===== config.mk =====
export PLATFORM = sky130hd
export DESIGN_NAME = pc_ctrl
export DESIGN_NICKNAME = d
export VERILOG_FILES = /design/src/rtl/pc_ctrl.sv
export SDC_FILE = /design/constraint.sdc
export NUM_CORES = 1
export LEC_CHECK = 0
export CELL_PAD_IN_SITES_DETAIL_PLACEMENT = 1
export CELL_PAD_IN_SITES_GLOBAL_PLACEMENT = 1
export CORE_ASPECT_RATIO = 0.8
export CORE_MARGIN = 2
export CORE_UTILIZATION = 39
export CTS_CLUSTER_DIAMETER = 100
export CTS_CLUSTER_SIZE = 25
export DETAILED_ROUTE_END_ITERATION = 16
export PLACE_DENSITY_LB_ADDON = 0.1
export SLEW_MARGIN = 15
export SYNTH_ARGS = -nofsm -noshare
export SYNTH_HDL_FRONTEND = slang
export SYNTH_SLANG_ARGS = --single-unit
export TNS_END_PERCENT = 100

===== constraint.sdc =====
create_clock -name clk -period 4.5 [get_ports clk]
set_input_delay 0.45 -clock clk [delete_from_list [all_inputs] [get_ports clk]]
set_output_delay 0.45 -clock clk [all_outputs]
set_load 0.05 [all_outputs]

===== src/rtl/pc_ctrl.sv =====
`default_nettype none
// ============================================================================
// Module   : pc_ctrl
// Brief    : Program counter, run/halt sequencer and ALU flag registers.
// Revision : 1.0
// ============================================================================
module pc_ctrl #(
    parameter int PC_W  = 10,
    parameter int CNT_W = 16
) (
    input  logic             clk,
    input  logic             reset_n,
    input  logic             start,
    input  logic             stall_i,
    input  logic             halt_i,
    input  logic [3:0]       alu_cmd,
    input  logic [PC_W-1:0]  target,
    input  logic             equal_i,
    input  logic             sc_o_i,
    output logic [PC_W-1:0]  prog_ctr,
    output logic             sc_i,
    output logic             eq_flag,
    output logic             busy,
    output logic             done,
    output logic [CNT_W-1:0] instr_cnt
);

    localparam logic [3:0] c_OP_ADD  = 4'b0000;
    localparam logic [3:0] c_OP_SHL  = 4'b0001;
    localparam logic [3:0] c_OP_SHR  = 4'b0010;
    localparam logic [3:0] c_OP_ADDI = 4'b0111;
    localparam logic [3:0] c_OP_BNE  = 4'b1000;
    localparam logic [3:0] c_OP_BEQ  = 4'b1001;
    localparam logic [3:0] c_OP_CMP  = 4'b1101;

    typedef enum logic [1:0] {
        S_IDLE   = 2'd0,
        S_RUN    = 2'd1,
        S_HALTED = 2'd2
    } state_t;

    state_t            r_state;
    state_t            w_state_nxt;
    logic [PC_W-1:0]   r_pc;
    logic [PC_W-1:0]   w_pc_nxt;
    logic [PC_W-1:0]   w_pc_inc;
    logic              r_sc;
    logic              w_sc_nxt;
    logic              r_eq;
    logic              w_eq_nxt;
    logic [CNT_W-1:0]  r_cnt;
    logic [CNT_W-1:0]  w_cnt_nxt;
    logic              r_busy;
    logic              r_done;

    assign w_pc_inc = r_pc + PC_W'(1);

    always_ff @(posedge clk or negedge reset_n) begin
        if (!reset_n) begin
            r_state <= S_IDLE;
            r_pc    <= '0;
            r_sc    <= 1'b0;
            r_eq    <= 1'b0;
            r_cnt   <= '0;
            r_busy  <= 1'b0;
            r_done  <= 1'b0;
        end else begin
            r_state <= w_state_nxt;
            r_pc    <= w_pc_nxt;
            r_sc    <= w_sc_nxt;
            r_eq    <= w_eq_nxt;
            r_cnt   <= w_cnt_nxt;
            r_busy  <= (w_state_nxt == S_RUN);
            r_done  <= (w_state_nxt == S_HALTED);
        end
    end

    always_comb begin
        w_state_nxt = r_state;
        w_pc_nxt    = r_pc;
        w_sc_nxt    = r_sc;
        w_eq_nxt    = r_eq;
        w_cnt_nxt   = r_cnt;
        case (r_state)
            S_IDLE, S_HALTED: begin
                if (start) begin
                    w_state_nxt = S_RUN;
                    w_pc_nxt    = '0;
                    w_sc_nxt    = 1'b0;
                    w_eq_nxt    = 1'b0;
                    w_cnt_nxt   = '0;
                end
            end
            S_RUN: begin
                if (!stall_i) begin
                    if (halt_i) begin
                        w_state_nxt = S_HALTED;
                    end else begin
                        w_cnt_nxt = (r_cnt == {CNT_W{1'b1}}) ? r_cnt : r_cnt + CNT_W'(1);
                        // Branches resolve on the flag latched before this edge.
                        case (alu_cmd)
                            c_OP_BNE: w_pc_nxt = r_eq ? w_pc_inc : target;
                            c_OP_BEQ: w_pc_nxt = r_eq ? target : w_pc_inc;
                            default:  w_pc_nxt = w_pc_inc;
                        endcase
                        if (alu_cmd == c_OP_ADD || alu_cmd == c_OP_SHL ||
                            alu_cmd == c_OP_SHR || alu_cmd == c_OP_ADDI) begin
                            w_sc_nxt = sc_o_i;
                        end
                        if (alu_cmd == c_OP_CMP) begin
                            w_eq_nxt = equal_i;
                        end
                    end
                end
            end
            default: begin
                w_state_nxt = S_IDLE;
                w_pc_nxt    = '0;
            end
        endcase
    end

    assign prog_ctr  = r_pc;
    assign sc_i      = r_sc;
    assign eq_flag   = r_eq;
    assign busy      = r_busy;
    assign done      = r_done;
    assign instr_cnt = r_cnt;

endmodule
`default_nettype wire


# After elaboration in Yosys (flattened, before gate mapping)
# Cells that the tools add are included.
# totals
wordCells	62
mem_bits_ro	0
reg_bits	32
mem_count	0
inputBits	21
latchBits	0
ramBits	0
# op_classes
shift	0
eq_ne	17
n_lt_le_gt_ge	0
mul	0
n_div	0
bitwise_logic	0
n_addsub	2
muxes	25
reduce_logical	11
# op_table
cell	n
two-way mux 16 bit	4
two-way mux 10 bit	5
case mux 10 bit (2 select lines)	2
case mux 16 bit (2 select lines)	1
adder 16 x 1 -> 16 bit, second input constant	1
equality test 16 bit, second input constant	1
AND reduction 5 bit	3
equality test 4 bit, second input constant	3
inequality test 2 bit, second input constant	6
adder 10 x 1 -> 10 bit, second input constant	1
two-way mux 1 bit	7
two-way mux 2 bit	3
equality test 2 x 1 -> 1 bit, second input constant	2
equality test 2 bit, second input constant	2
equality test 4 x 1 -> 1 bit, second input constant	1
equality test 4 x 2 -> 1 bit, second input constant	1
equality test 4 x 3 -> 1 bit, second input constant	1
zero test 4 bit	1
case mux 1 bit (2 select lines)	2
case mux 2 bit (2 select lines)	1
logical OR 1 bit	3
AND reduction 3 bit	1
zero test 2 bit	1
nonzero test 2 bit	1
OR reduction 2 bit	1

# Longest topological paths before layout
# Gate-level depths: netlist of run 1.
# depth
word_depth	8
mapped_depth	7
depth_no_buf	5

# Least setup slack after synthesis of run 1
# OpenSTA, ideal clock, no wires.
# synth_path
path_kind	register -> register
startpoint	register r_cnt[8], in the netlist instr_cnt[8]
endpoint	register r_cnt[0], in the netlist instr_cnt[0]
path_buffers	0
setup_time_ns	0.125
arrival_ns	1.937
setup_slack_ns	2.439
path_stages_with_launch	5
required_time_ns	4.375
cell_sequence	dfrtp_1 nand4_1 nor4_1 a21oi_1 mux2_2
# synth_via
elab_chain_len	3
# synth_lines
item	line	text
start, declared	51	logic [CNT_W-1:0] r_cnt;
start signal, assigned	72	r_cnt <= w_cnt_nxt;
equality test 16 bit	99	w_cnt_nxt = (r_cnt == {CNT_W{1'b1}}) ? r_cnt : r_cnt + CNT_W'(1);
inequality test 2 bit (no source line)	-	
AND reduction 5 bit (no source line)	-	
# Every way passes these cells.
# A chain may end at the register's enable or synchronous reset.

# Worst setup path after layout of run 1
# layout_path
startpoint	input stall_i
endpoint	register r_cnt[11], in the netlist instr_cnt[11]
# layout_via
elab_chain_len	2
# layout_lines
item	line	text
start, declared	14	input logic stall_i,
inequality test 2 bit (no source line)	-	
AND reduction 5 bit (no source line)	-	
# Every way passes these cells.

==> impl_metrics.py, run 1 <==
metrics = {
    "worst_hold_path": {
        "min_path_type": "reg -> reg",
    },
    "cts": {
        "cts_buffer_depth": 2,
        "clock-sinks": 32,
        "clkLatencyLatePin_ns": 0.29,
        "hold_buffers": 0,
        "cts_root_buf": "clkbuf_8",
        "ctsHtreeMaxLevel": 2,
        "cts.clk_slew.worst_paths_ns": 0.07,
        "post_cts_buffers": 0,
        "numCtsBuffers": 5,
        "cts_tree": "done",
        "cts-resized-gates": 0,
    },
    "die": {
        "rows": 23,
        "dieArea_sq_um": 5590,
        "core_area_sq_um": 4920,
        "die_x_um": 83.1,
        "ios": 51,
        "fp.dieH_um": 67.3,
        "start_util_pct": 39.7,
    },
    "synthesis": {
        "synth_edf_count": 0,
        "syn_area_sq_um": 1950,
        "yosys_warnings": 0,
        "synth_ff_type": "dfrtp_1",
        "avgSynthCellArea_sq_um": 8.88,
        "synth-seq-cells": 32,
        "synth.net_count": 243,
        "ys_seq_area_share_pct": 41.0,
        "syn_inst": 220,
        "synth-async-reset-ratio_pct": 100,
        "ys_types": 45,
    },
    "run": {
        "cap_violations": 0,
    },
    "drt": {
        "drc": 0,
        "drtAntennaViolNets": 0,
        "post_drt_wl_per_cell_um": 18.0,
        "wl_mm": 6.01,
        "drtIter0Drc": 107,
        "dr_total_vias": 1973,
        "firstDrtPassIters": 4,
        "vias_per_cell": 5.91,
    },
    "status": {
        "outcome": "finished clean",
    },
    "power_and_ir_drop": {
        "comb_power_share_pct": 35.7,
        "power_frac_seq_pct": 34.8,
        "power_density_nw_per_um2": 397,
        "total_power_uw": 1050,
        "p_sw_share_pct": 38.6,
        "vdd_drop_max_uv": 289,
        "p_leak_uw": 0.00101,
        "clockPowerShare_pct": 29.5,
        "p_int_uw": 646,
        "power_switching_uw": 407,
    },
    "sta": {
        "fin_skew_ns": 0.00240,
        "tns_ns": 0,
        "finalCritPeriodShare_pct": 56.6,
        "worst_pin_slew_ns": 0.909,
        "maxSlewViolCount": 0,
        "relSlewSlack_pct": 38.8,
        "setup_violations": 0,
        "min_period_ns": 2.55,
        "max_freq_mhz": 392,
        "final_hold_viol_count": 0,
        "holdWs_ns": 0.500,
        "rsz0062_at_grt": "no",
        "fin_ws_ns": 1.95,
    },
    "worst_setup_path": {
        "endpoint": "instr_cnt[11]$_DFFE_PN0P_",
        "critical-path-top-delay-family": "simple AND/OR/NAND/NOR gates",
        "startpoint_type": "input port",
        "cp_slowest_cell": "or4b_1",
        "cp.depth": 5,
        "path_buf_inv": 1,
        "crit_start": "stall_i",
        "rrSetupSlack_ns": 2.14,
        "arrival_ns": 2.76,
        "required_ns": 4.71,
        "path_cells": "clkdlybuf4s50_1 -> or4b_1 -> a211o_1 -> a211oi_1 -> mux2i_1",
        "slowest_delay_ns": 0.87,
        "crit_type": "in -> reg",
        "reg2reg_depth": 4,
        "cp_max_fo": 17,
        "endpoint_kind": "flop",
        "r2r-end": "instr_cnt[11]$_DFFE_PN0P_",
        "reg2reg_from": "r_state[1]$_DFF_PN0_",
    },
    "placement": {
        "dpl-instance-area_sq_um": 2520,
        "io_buffer_count": 50,
        "post-dp-hpwl_mm": 4.40,
        "dp_worst_setup_slack_ns": 1.68,
        "place_congestion": 0.802,
    },
    "grt": {
        "grt_overflow": 0,
        "antenna_found_initial": 0,
        "grt_first_pass_wirelength_mm": 10.1,
        "track_usage_pct": 22.6,
        "first_global_vias": 1991,
        "grt_max_degree": 33,
    },
    "cells_and_area": {
        "final_nets": 294,
        "area_growth_pct": 35.6,
        "drive_gt1_share_pct": 5.88,
        "diodes": 0,
        "final_cell_area_sq_um": 2650,
    },
}
## worst register-to-register path, cell delays in order (launching register included)
cell	delay (ns)
dfrtp_1	0.48
or4b_1	0.86
a211o_1	0.42
a211oi_1	0.30
mux2i_1	0.24
## layer usage
metal	GRT usage, %	routed length [um]	vias to the layer above
li1	-	-	934
met1	32.8	2970	977
met2	34.6	2650	55
met3	4.65	328	7
met4	5.53	55	0
met5	0	0	-
## synth_stat cells, types with 6 or more instances
library cell	instances	area, sq um
a211oi_1	9	67.6
inv_1	11	41.3
nor2_1	10	37.5
mux2i_1	9	90.1
dfrtp_1	32	801
o22ai_1	6	37.5
clkbuf_1	8	30.0
a21oi_1	21	105
nand2_1	21	78.8
o21ai_0	11	55.1
nand3_1	11	55.1
nand2b_1	9	56.3
## state kept, by name, summed over array words and instances, names as in the netlist
register	count
done	1
instr_cnt	16
prog_ctr	10
busy	1
r_state	2
eq_flag	1
sc_i	1
## layout make-up
class,count,area [sq um]
timing repair buffer,54,531
inverter,11,41.3
clock buffer,7,96.3
clock inverter,1,30.0
fill,584,2270
tap,62,77.6
sequential,32,801
multi-input combinational,167,1070
## cell families after synthesis
group	after synthesis	share of synthesized area [%]
fa+ha+maj	2	1.28
compound gates	74	25.4
mux	10	5.19
flops	32	41.0
buf+inv	21	4.16
xor+xnor	1	0.449
simple gates	80	22.5
## through the flow
step                      util [%]  std cells
after CTS                     53.8        334
after floorplan                  -        220
final                         53.8        334
after global placement        51.2        326
after global routing          53.8        334
after detailed placement      51.2        326
## power groups by stage
| stage | Sequential (uW) | Clock (uW) | Combinational (uW) |
|---|---|---|---|
| after floorplan | 442 | 0 | 165 |
| after CTS | 366 | 315 | 377 |
| after global placement | 367 | 0 | 364 |
| after detailed placement | 371 | 0 | 375 |
| after global routing | 372 | 328 | 405 |
| final | 366 | 311 | 375 |
## worst min path at each step
| stage | endpoint | slack, ns | depth (start not counted) | startpoint |
|---|---|---|---|---|
| after floorplan | busy$_DFF_PN0_ | 0.15 | 0 | reset_n |
| after CTS | sc_i$_DFFE_PN0P_ | 0.51 | 1 | sc_i$_DFFE_PN0P_ |
| after global placement | sc_i$_DFFE_PN0P_ | 0.48 | 1 | sc_i$_DFFE_PN0P_ |
| final | sc_i$_DFFE_PN0P_ | 0.50 | 1 | sc_i$_DFFE_PN0P_ |
| after global routing | sc_i$_DFFE_PN0P_ | 0.53 | 1 | sc_i$_DFFE_PN0P_ |
| after detailed placement | sc_i$_DFFE_PN0P_ | 0.49 | 1 | sc_i$_DFFE_PN0P_ |
## layout by cell type, fill, tap and decap left out, drive strengths merged, types with 9 or more instances in the layout
cell            n
mux2i           9
nand2          21
dfrtp          32
inv            11
nand3          11
a21oi          21
a211oi         10
nand2b          9
o21ai          11
clkdlybuf4s50  50
nor2           10
No activity file was read; power rests on OpenSTA's default activity.
==> inputs of run 2 (changes only) <==
--- a/config.mk
+++ b/config.mk
@@ -9,7 +9,7 @@
 export CELL_PAD_IN_SITES_GLOBAL_PLACEMENT = 1
 export CORE_ASPECT_RATIO = 0.8
 export CORE_MARGIN = 2
-export CORE_UTILIZATION = 39
+export CORE_UTILIZATION = 32
 export CTS_CLUSTER_DIAMETER = 100
 export CTS_CLUSTER_SIZE = 25
 export DETAILED_ROUTE_END_ITERATION = 16
==> constraint.sdc (replaced) <==
create_clock -name clk -period 2.31 [get_ports clk]
set_input_delay 0.231 -clock clk [delete_from_list [all_inputs] [get_ports clk]]
set_output_delay 0.231 -clock clk [all_outputs]
set_load 0.05 [all_outputs]
==> run 2 against run 1 <==
Net effect:
- sequential share of layout area down 1.0 points
- clock skew up 0.0041 ns
- die area up 21%
- critical endpoint unchanged
- largest power group unchanged
==> impl_metrics.py, run 2 (synthesized netlist as in run 1, its figures left out) <==
metrics = {
    "sta": {
        "worst_pin_slew_ns": 0.523,
        "maxSlewViolCount": 0,
        "min_period_ns": 2.05,
        "finalCritPeriodShare_pct": 88.6,
        "final_hold_viol_count": 0,
        "relSlewSlack_pct": 64.3,
        "fin_skew_ns": 0.00652,
        "setup_violations": 0,
        "rsz0062_at_grt": "no",
        "max_freq_mhz": 489,
    },
    "cells_and_area": {
        "largest_reg_flops": 16,
        "drive_gt1_share_pct": 9.86,
        "fill_cells": 697,
        "multi_input_area_sq_um": 1070,
        "area_growth_pct": 40.2,
        "seq_area_sq_um": 801,
        "final_nets": 307,
        "mostFrequentLayoutCells": "50 x clkdlybuf4s50_1, 32 x dfrtp_1, 21 x nand2_1, 21 x a21oi_1, 17 x buf_4",
        "diodes": 0,
        "utilization_pct": 46.3,
        "final_common_cell": "clkdlybuf4s50_1",
    },
    "run": {
        "cap_violations": 0,
    },
    "drt": {
        "wl_met2_mm": 2.61,
        "top_layer": "met4",
        "wl_met1_mm": 3.35,
        "drc": 0,
        "drtAntennaViolNets": 0,
        "post_drt_wl_per_cell_um": 17.0,
        "drtIter0Drc": 85,
        "route.met3.wl_um": 235,
        "vias_per_cell": 5.42,
        "dr_total_vias": 1978,
        "wl_mm": 6.20,
        "firstDrtPassIters": 4,
    },
    "power_and_ir_drop": {
        "comb_power_share_pct": 40.4,
        "power_density_nw_per_um2": 719,
        "clockPowerShare_pct": 23.9,
        "vdd_drop_max_uv": 278,
        "p_int_uw": 1190,
        "p_sw_share_pct": 39.6,
        "power_frac_seq_pct": 35.7,
        "total_power_uw": 1970,
        "power_switching_uw": 779,
        "p_leak_uw": 0.00106,
    },
    "grt": {
        "track_usage_pct": 19.3,
        "first_global_vias": 2035,
        "grt_overflow": 0,
        "grt_first_pass_wirelength_mm": 10.3,
        "antenna_found_initial": 0,
        "grt_max_degree": 33,
    },
    "cts": {
        "hold_buffers": 0,
        "cts_root_buf": "clkbuf_8",
        "cts.clk_slew.worst_paths_ns": 0.07,
        "ctsHtreeMaxLevel": 2,
        "cts_buffer_depth": 2,
        "cts_tree": "done",
        "clock-sinks": 32,
        "cts-resized-gates": 0,
        "post_cts_buffers": 0,
        "clkLatencyLatePin_ns": 0.28,
        "numCtsBuffers": 5,
    },
    "die": {
        "fp.dieH_um": 73.9,
        "die_x_um": 91.3,
        "rows": 25,
        "dieArea_sq_um": 6750,
        "start_util_pct": 33.0,
        "ios": 51,
        "core_area_sq_um": 5910,
    },
    "worst_setup_path": {
        "reg2reg_from": "r_state[0]$_DFF_PN0_",
        "cp_max_fo": 5,
        "arrival_ns": 2.25,
        "crit_start": "stall_i",
        "startpoint_type": "input port",
        "required_ns": 2.52,
        "endpoint_kind": "flop",
        "crit_type": "in -> reg",
    },
    "placement": {
        "place_congestion": 0.821,
        "post-dp-hpwl_mm": 4.68,
        "io_buffer_count": 50,
    },
    "status": {
        "outcome": "finished clean",
    },
    "worst_hold_path": {
        "min_path_type": "in -> async",
    },
}
run 2: changes by cell type in the layout (fill, tap and decap cells not counted), sizes merged:
cell    previous run  this run
buf                4        17
bufinv             1         0
run 2: power by group through the flow:
stage / Sequential [uW] / Combinational [uW] / Clock (uW)
2_1_floorplan: 860 / 321 / 0
3_3_place_gp: 711 / 782 / 0
3_5_place_dp: 712 / 795 / 0
4_1_cts: 702 / 798 / 490
5_1_grt: 715 / 864 / 513
6_report: 703 / 795 / 471
run 2: area by class of cell:
type,count,share of cell area [%]
inverter,11,1.51
clock buffer,7,3.52
timing repair buffer,67,22.9
tap,81,3.70
sequential,32,29.2
multi-input combinational,167,39.1
run 2: routing by layer:
metal	vias up	track usage (%)
li1	959	-
met1	977	29.0
met2	40	28.9
met3	2	4.10
met4	0	3.03
met5	-	0
run 2: worst paths after layout:
kind	to	slack, ns	depth (start not counted)
max	instr_cnt[11]$_DFFE_PN0P_	0.26	5
min	prog_ctr[7]$_DFFE_PN0P_	0.36	2
max reg2reg	instr_cnt[11]$_DFFE_PN0P_	0.27	4
min reg2reg	sc_i$_DFFE_PN0P_	0.50	1
max in group asynchronous	prog_ctr[0]$_DFFE_PN0P_	1.62	2
min in group clk	sc_i$_DFFE_PN0P_	0.50	1
run 2: stage by stage:
step	hold WS [ns]	instances	setup slack [ns]	cell area (sq um)	TNS, ns
2_1_floorplan	-0.0646	220	0.249	1950	0
3_3_place_gp	0.481	358	0.0157	2640	0
3_5_place_dp	0.488	358	-0.0327	2640	-0.0380
4_1_cts	0.379	365	0.252	2740	0
5_1_grt	0.408	365	0.0531	2740	0
6_report	0.359	365	0.264	2740	0
run 2: critical path, cell delays in order:
cell             delay [ns]
clkdlybuf4s50_1        0.47
or4b_1                 0.69
a211o_1                0.36
a211oi_1               0.29
mux2i_1                0.21
==> inputs of run 3 (changes only) <==
--- a/config.mk
+++ b/config.mk
@@ -5,11 +5,12 @@
 export SDC_FILE = /design/constraint.sdc
 export NUM_CORES = 1
 export LEC_CHECK = 0
+export ABC_AREA = 1
 export CELL_PAD_IN_SITES_DETAIL_PLACEMENT = 1
 export CELL_PAD_IN_SITES_GLOBAL_PLACEMENT = 1
 export CORE_ASPECT_RATIO = 0.8
 export CORE_MARGIN = 2
-export CORE_UTILIZATION = 32
+export CORE_UTILIZATION = 31
 export CTS_CLUSTER_DIAMETER = 100
 export CTS_CLUSTER_SIZE = 25
 export DETAILED_ROUTE_END_ITERATION = 16
==> run 3 against run 2 <==
Net effect:
- register-to-register slack better by 0.26 ns
- sequential power is 2% higher
- total power is 3.5% higher
==> impl_metrics.py, run 3 <==
metrics = {
    "placement": {
        "post-dp-hpwl_mm": 4.53,
        "io_buffer_count": 50,
        "place_congestion": 0.768,
    },
    "die": {
        "core_area_sq_um": 6380,
        "start_util_pct": 31.9,
        "dieArea_sq_um": 7230,
        "fp.dieH_um": 76.5,
        "rows": 26,
        "die_x_um": 94.6,
        "ios": 51,
    },
    "synthesis": {
        "synth_ff_type": "dfrtp_1",
        "syn_inst": 291,
        "synth-seq-cells": 32,
        "synth_most_common_cell": "nand2_1",
        "syn_area_sq_um": 2030,
        "synth_top_family_by_area": "simple AND/OR/NAND/NOR gates",
        "synth_edf_count": 0,
        "synth.area.mux_share_pct": 0,
        "synth.net_count": 314,
        "yosys_warnings": 0,
        "synth_top_area_share_pct": 39.4,
        "avgSynthCellArea_sq_um": 6.99,
        "synth_compound_area_share_pct": 13.9,
        "synth-xor-area-share_pct": 3.44,
        "synth-async-reset-ratio_pct": 100,
        "synth_simple_gate_area_share_pct": 33.8,
        "yosys.area.top_type": "dfrtp_1",
        "yosys-top-cells-count": "89 x nand2_1, 36 x nor2_1, 33 x inv_1, 32 x dfrtp_1, 24 x o21ai_0",
        "synth.top_cells.by_area": "dfrtp_1 39%, nand2_1 16%, nor2_1 6.6%",
        "synth_fa_ha_area_share_pct": 1.23,
        "ys_seq_area_share_pct": 39.4,
        "ys_types": 24,
    },
    "power_and_ir_drop": {
        "p_leak_uw": 0.00119,
        "power_density_nw_per_um2": 751,
        "vdd_drop_max_uv": 387,
    },
    "grt": {
        "antenna_found_initial": 0,
        "grt_max_degree": 33,
        "grt_first_pass_wirelength_mm": 10.1,
        "track_usage_pct": 17.8,
        "grt_overflow": 0,
        "first_global_vias": 2011,
    },
    "worst_setup_path": {
        "cp_slowest_cell": "clkdlybuf4s50_1",
        "required_ns": 2.08,
        "endpoint_kind": "output port",
        "path_buf_inv": 1,
        "critical-path-top-delay-family": "buffers and inverters",
        "rrSetupSlack_ns": 0.53,
        "arrival_ns": 1.63,
        "crit_type": "reg -> out",
        "startpoint_type": "flop",
        "path_cells": "clkdlybuf4s50_1",
        "slowest_delay_ns": 0.85,
        "cp_max_fo": 6,
    },
    "cts": {
        "cts_tree": "done",
        "numCtsBuffers": 5,
        "hold_buffers": 0,
        "clock-sinks": 32,
        "cts.clk_slew.worst_paths_ns": 0.07,
        "cts_root_buf": "clkbuf_8",
        "post_cts_buffers": 0,
        "clkLatencyLatePin_ns": 0.29,
        "cts-resized-gates": 0,
        "cts_buffer_depth": 2,
        "ctsHtreeMaxLevel": 2,
    },
    "sta": {
        "min_period_ns": 1.87,
        "holdWs_ns": 0.355,
        "tns_ns": 0,
        "max_freq_mhz": 536,
        "maxSlewViolCount": 0,
        "relSlewSlack_pct": 63.5,
        "rsz0062_at_grt": "no",
        "fin_skew_ns": 0.00422,
        "worst_pin_slew_ns": 0.546,
        "final_hold_viol_count": 0,
        "finalCritPeriodShare_pct": 80.8,
        "setup_violations": 0,
    },
    "drt": {
        "drtAntennaViolNets": 0,
        "wl_mm": 5.96,
        "drc": 0,
        "vias_per_cell": 4.81,
        "post_drt_wl_per_cell_um": 13.8,
        "drtIter0Drc": 62,
        "dr_total_vias": 2077,
        "firstDrtPassIters": 4,
    },
    "cells_and_area": {
        "largest_reg_flops": 16,
        "final_common_cell": "nand2_1",
        "fill_cells": 819,
        "final_nets": 370,
        "drive_gt1_share_pct": 7.47,
        "diodes": 0,
        "area_growth_pct": 33.5,
        "mostFrequentLayoutCells": "89 x nand2_1, 50 x clkdlybuf4s50_1, 36 x nor2_1",
    },
    "run": {
        "cap_violations": 0,
    },
    "status": {
        "outcome": "finished clean",
    },
    "worst_hold_path": {
        "min_path_type": "in -> async",
    },
}
## run 3: power by group
part	switching [uW]	total, uW	internal (uW)	leakage [uW]
clock	227	465	238	0.0000510
sequential	79.9	716	636	0.000437
combinational	599	857	258	0.000705
## run 3: worst reg2reg max path, delay by kind of cell, from the launching register on
family        cells  cell delay, ns
simple gates      7            0.74
flops             1            0.47
fa+ha+maj         1            0.26
buf+inv           2            0.21
## run 3: worst paths after layout
path	from	cells past startpoint	end
worst max-delay path	instr_cnt[3]$_DFFE_PN0P_	1	instr_cnt[3]
worst min-delay path	reset_n	2	instr_cnt[4]$_DFFE_PN0P_
worst max register to register	instr_cnt[0]$_DFFE_PN0P_	10	instr_cnt[3]$_DFFE_PN0P_
worst min register to register	sc_i$_DFFE_PN0P_	2	sc_i$_DFFE_PN0P_
max in group asynchronous	reset_n	2	prog_ctr[7]$_DFFE_PN0P_
min in group clk	sc_o_i	3	sc_i$_DFFE_PN0P_
## run 3: logic make-up after synthesis
| kind of cell | after synthesis |
|---|---|
| xor gates and xnor gates | 8 |
| buffers and inverters | 38 |
| AOI/OAI and AO/OA | 48 |
| adders and majority gates | 2 |
| and+or+nand+nor | 163 |
| DFF | 32 |
## run 3: metal layers
| metal | GRT usage, % | wire length, um |
|---|---|---|
| met4 | 4.78 | 68 |
| met2 | 24.1 | 2410 |
| met3 | 3.76 | 252 |
| met1 | 28.2 | 3230 |
| met5 | 0 | 0 |
## run 3: layout make-up
class | instances | area (sq um) | share of cell area, %
clock buffers | 6 | 82.6 | 3.04
inverters | 34 | 128 | 4.70
well taps | 84 | 105 | 3.87
clock inverters | 2 | 10.0 | 0.369
multi-input cells | 221 | 1070 | 39.3
repair buffers | 53 | 523 | 19.3
flip-flops and latches | 32 | 801 | 29.5
## run 3: per-stage QoR
step                      setup WS, ns  std cells  utilization (%)  total power [uW]  instance area (sq um)
final                            0.444        432             42.6              2040                   2720
after CTS                        0.436        432             42.6              2070                   2720
after global routing             0.311        432             42.6              2190                   2720
after floorplan                  0.476        291                -              1310                   2030
after detailed placement         0.398        424             41.1              1600                   2620
after global placement           0.472        424             41.1              1590                   2620
